### config.mk
export PLATFORM = sky130hd
export DESIGN_NAME = hamming_encoder_pipe
export DESIGN_NICKNAME = d
export VERILOG_FILES = /design/src/rtl/hamming_pkg.sv /design/src/rtl/hamming_parity_gen.sv /design/src/rtl/hamming_encoder_pipe.sv
export SDC_FILE = /design/constraint.sdc
export NUM_CORES = 1
export LEC_CHECK = 0
export CAP_MARGIN = 40
export CELL_PAD_IN_SITES_DETAIL_PLACEMENT = 0
export CELL_PAD_IN_SITES_GLOBAL_PLACEMENT = 1
export CORE_MARGIN = 5
export CORE_UTILIZATION = 49
export CTS_CLUSTER_DIAMETER = 120
export CTS_CLUSTER_SIZE = 14
export DETAILED_ROUTE_END_ITERATION = 8
export DONT_BUFFER_PORTS = 1
export PLACE_DENSITY = 0.89
export SLEW_MARGIN = 0
export SYNTH_ARGS = -nofsm -noshare
export SYNTH_HDL_FRONTEND = slang
export SYNTH_HIERARCHICAL = 1
export SYNTH_SLANG_ARGS = --single-unit
### constraint.sdc
create_clock -name clk -period 4.5 [get_ports clk]
set_input_delay 0.45 -clock clk [delete_from_list [all_inputs] [get_ports clk]]
set_output_delay 0.45 -clock clk [all_outputs]
set_load 0.02 [all_outputs]
### src/rtl/hamming_pkg.sv
// Shared constants and helpers for the Hamming (15,11) encoder.
// HAMENC_SECDED_EN widens the codeword by one overall-parity bit.
package hamming_pkg;

  localparam int unsigned DATA_W = 11;
  localparam int unsigned HAM_W  = 15;
  localparam int unsigned PAR_W  = 4;
  localparam int unsigned CNT_W  = 16;
`ifdef HAMENC_SECDED_EN
  localparam int unsigned CW_W   = 16;
`else
  localparam int unsigned CW_W   = 15;
`endif

  // Data bits covered by each parity group (bit i selects d[i]).
  localparam logic [DATA_W-1:0] P1 = 11'b101_0101_1011;
  localparam logic [DATA_W-1:0] P2 = 11'b110_0110_1101;
  localparam logic [DATA_W-1:0] P4 = 11'b111_1000_1110;
  localparam logic [DATA_W-1:0] P8 = 11'b111_1111_0000;

  // Data-to-position map: d0..d10 land on positions 3,5,6,7,9..15; parity on 1,2,4,8.
  function automatic logic [HAM_W-1:0] place_bits(input logic [DATA_W-1:0] d,
                                                  input logic [PAR_W-1:0]  p);
    return {d[10:4], p[3], d[3:1], p[2], d[0], p[1], p[0]};
  endfunction

endpackage

### src/rtl/hamming_parity_gen.sv
// Combinational Hamming parity generator: masked XOR-reduce of a data word.
module hamming_parity_gen
  import hamming_pkg::*;
(
  input  logic [DATA_W-1:0] data,
  output logic [PAR_W-1:0]  par_c
);

  assign par_c = {^(data & P8), ^(data & P4), ^(data & P2), ^(data & P1)};

endmodule

### src/rtl/hamming_encoder_pipe.sv
// Two-stage pipelined Hamming (15,11) encoder with valid/ready on both sides.
// Define HAMENC_SECDED_EN to append an overall parity bit (16-bit codeword).
module hamming_encoder_pipe
  import hamming_pkg::*;
(
  input  logic              clk,
  input  logic              reset,
  input  logic [DATA_W-1:0] in_data,
  input  logic              in_valid,
  output logic              in_ready,
  output logic [CW_W-1:0]   out_cw,
  output logic              out_valid,
  input  logic              out_ready,
  output logic [CNT_W-1:0]  cw_count
);

  logic              v1;
  logic              v2;
  logic              rdy1;
  logic              rdy2;
  logic [DATA_W-1:0] data1;
  logic [PAR_W-1:0]  par1;
  logic [PAR_W-1:0]  par_c;
  logic [HAM_W-1:0]  ham_c;
  logic [CW_W-1:0]   cw_c;

  assign rdy2      = !v2 || out_ready;
  assign rdy1      = !v1 || rdy2;
  assign in_ready  = rdy1;
  assign out_valid = v2;

  hamming_parity_gen u_parity (
    .data  (in_data),
    .par_c (par_c)
  );

  assign ham_c = place_bits(data1, par1);

`ifdef HAMENC_SECDED_EN
  assign cw_c = {^ham_c, ham_c};
`else
  assign cw_c = ham_c;
`endif

  // Stage registers only load on their ready, so stalled contents stay put.
  always_ff @(posedge clk) begin
    if (reset) begin
      v1       <= 1'b0;
      v2       <= 1'b0;
      data1    <= '0;
      par1     <= '0;
      out_cw   <= '0;
      cw_count <= '0;
    end else begin
      if (rdy1) begin
        v1 <= in_valid;
        if (in_valid) begin
          data1 <= in_data;
          par1  <= par_c;
        end
      end
      if (rdy2) begin
        v2 <= v1;
        if (v1) begin
          out_cw <= cw_c;
        end
      end
      if (v2 && out_ready) begin
        cw_count <= cw_count + CNT_W'(1);
      end
    end
  end

endmodule

==> results.md <==
* Max_slew headroom at 0.4371
* Initial antenna violation count at 0
* Ports at 48
* Worst VDD drop at 0.1755 mV
* Sequential share of power at 0.536
* Total grt overflow at 0
* Post-route cell area at 2216 um2
* Dpl cell area at 2095 um2
* Vias in the first global route at 1429
* Gate power share at 0.082
* Worst path arrival time at 2.46 ns
* TNS Setup at 0 ns
* GRT Util Overall at 0.1605
* Max-cap violations at 0
* Crit-path max FO at 18
* Core box area at 4058 um2
* Cells after DPL at 273
* # diodes at 0
* Hold Path End: out_cw[11]$_SDFFE_PP0P_
* Worst EP required at 4.73 ns
* Sequential share of the synthesized area at 0.4638
* P_int at 0.0006651 W
* Worst-Skew Late Latency at 0.30 ns
* P_sw at 0.0001860 W
* Die Wd at 75.03 um
* Final cell count without fillers at 281
* R2r endpoint: data1[8]$_SDFFE_PP0P_
* Reg2reg setup slack at 2.26 ns
* Final Critical Period at 2.237 ns
* Routed met1 length at 1917 um
* Hold Slack at 0.2078 ns
* Die height at 75.03 um
* Reg2Reg Launch Point: out_valid$_SDFFE_PP0P_
* Detailed Routing Iterations Pass 1 at 6
* Drt total wl at 4256 um
* CTS Hold Bufs at 0
* Cell count after synthesis at 234
* Leak pwr at 0.8284 nW
* Hold/Removal Path Class: in2reg
* Drc violations at 0
* Crit share post-route at 0.4971
* CTS Buf Count at 5
* RSZ-0062 raised after global routing: no
* Syn_nets at 250
* Final Wtd Congestion at 0.7723
* Fin nets at 246
* Routed len/inst at 15.15 um
* Yosys cell types at 30
* Most frequent cells in the layout: nand2_1 (53), dfxtp_1 (48), a21oi_1 (36), nand3_1 (20), nor2_1 (14)
* Post_cts resized at 0
* Total chip power at 0.0008511 W
* Via/cell ratio at 5.477
* Ratio of cells with drive above 1 in the final layout at 0.05628
* Full die area at 5629 um2
* Synth Register Bits at 48
* Synth warn at 6
* Crit Path Class: reg2reg
* Most frequent CP cell: nand2_1
* Critical-path top delay cell: nand2_1
* Outcome: finished clean
* Sw Share at 0.2185
* Initial Utilization at 0.5106
* Deepest clock path buffer count at 2
* Top Metal Used: met4
* Most common cell after layout, fill and taps aside: nand2_1
* Routed vias at 1539
* # H-tree levels at 2
* Largest net degree at the start of global routing at 49
* Tightest Pin Transition at 0.8419 ns
* Crit end category: flop
* Fin. Hold Viols at 0
* Worst path max stage delay at 0.68 ns
* Fmax achieved at 447.1 MHz
* Power per cell area at 384.1 nW/um2
* FF-to-FF path depth at 4
* Post-CTS setup buffer count at 0
* Cells along the critical path: nand3b_1, nand2_1, nand2_1, a21oi_1
* Routed wl met2 at 1925 um
* CTS root buf: clkbuf_8
* HPWL after detailed placement at 2965 um
* CTS tree: done
* Fillers at 394
* Critical path startpoint category: flop
* Synth Area per Inst at 8.855 um2
* Port bufs at 0
* Antenna Nets Post-Route at 0
* Metal3 WL at 343 um
* Hold Path Stages at 1
* Global-route wire length before repair at 6927 um
* Hold Startpoint: reset
* Post-Syn Area at 2072 um2
* TritonCTS Sinks at 48
* Clock power share at 0.382
* Starting DRT DRC Count at 135
* Setup violators final at 0
* Final slew viol count at 0
* FP Rows at 23
* Area grow syn2layout at 6.945%
* Final Skew at 0.008467 ns
* Reg clk slew, reported paths at 0.09 ns
## worst max path at each step
stage / slack (ns) / startpoint / to
final: 2.26 / out_valid$_SDFFE_PP0P_ / data1[8]$_SDFFE_PP0P_
after global routing: 2.05 / out_valid$_SDFFE_PP0P_ / data1[8]$_SDFFE_PP0P_
after CTS: 2.26 / out_valid$_SDFFE_PP0P_ / data1[8]$_SDFFE_PP0P_
after detailed placement: 2.30 / out_valid$_SDFFE_PP0P_ / data1[8]$_SDFFE_PP0P_
after global placement: 2.35 / out_valid$_SDFFE_PP0P_ / data1[1]$_SDFFE_PP0P_
after floorplan: 2.84 / cw_count[0]$_SDFFE_PP0P_ / cw_count[14]$_SDFFE_PP0P_
## power groups by stage
stage | clock [W] | combinational [W] | sequential [W]
4_1_cts | 0.000337 | 0.0000710 | 0.000456
3_5_place_dp | 0 | 0.0000710 | 0.000466
5_1_grt | 0.000348 | 0.0000785 | 0.000458
2_1_floorplan | 0 | 0.0000691 | 0.000463
3_3_place_gp | 0 | 0.0000688 | 0.000466
6_report | 0.000325 | 0.0000702 | 0.000456
## through the flow
stage | worst slack, ns | utilization
6_report | 2.263 | 0.5461
3_3_place_gp | 2.349 | 0.5143
4_1_cts | 2.257 | 0.5461
5_1_grt | 2.055 | 0.5461
3_5_place_dp | 2.303 | 0.5162
2_1_floorplan | 2.836 | -
## cell families after synthesis
kind of cell,count (synthesis),share of synthesized area
AO/OA/AOI/OAI,40,0.09964
XOR/XNOR,24,0.1594
adder cells (fa/ha/maj),1,0.006038
buffers and inverters,14,0.02657
flip-flops,48,0.4638
AND/OR/NAND/NOR,107,0.2446
## synthesized netlist by cell type
cell type  count  share of area
xor2_1         8          0.034
o41ai_1        1         0.0042
nor2_1        14          0.025
o21ai_0        2         0.0048
o31ai_1        1         0.0036
xnor3_1        6          0.065
xnor2_1        7          0.030
nand2b_1       1         0.0030
ha_1           1         0.0060
inv_1          2         0.0036
buf_2          2         0.0048
nor4_1         1         0.0030
nand4_1        4          0.012
xnor2_2        1         0.0079
xor3_1         2          0.023
and4_1         2         0.0085
nand2_1       53          0.096
dfxtp_1       48           0.46
a21oi_1       36          0.087
nand3_1       20          0.048
or4_1          1         0.0036
and3_2         1         0.0036
or4b_1         1         0.0048
and4_4         1         0.0054
or3_1          2         0.0060
clkbuf_1      10          0.018
nand4_4        1          0.010
nor3_1         2         0.0048
nor2b_1        2         0.0060
nand3b_1       1         0.0036
## flip-flops by register name, indices dropped and copies added (netlist names)
name       flops
cw_count      16
data1         11
out_cw        15
out_valid      1
par1           4
v1             1
## worst max-delay path, delay by kind of cell, from the launching register on
kind,cells,cell delay [ns]
simple gates,3,1.45
flops,1,0.54
compound gates,1,0.17
## layout make-up
cell class / count / area, um2 / share of cell area
repair buffers: 1 / 7.507 / 0.003388
clock inverters: 2 / 38.79 / 0.01750
clock buffers: 6 / 82.58 / 0.03727
inverters: 2 / 7.507 / 0.003388
multi-input cells: 172 / 1056 / 0.4766
flip-flops and latches: 48 / 960.9 / 0.4337
well taps: 50 / 62.56 / 0.02823
## per-layer routing
layer	GRT usage	vias up
li1	-	789
met1	0.2052	708
met2	0.2389	35
met3	0.06409	7
met4	0.07115	0
met5	0	-
No activity file was read; power rests on OpenSTA's default activity.
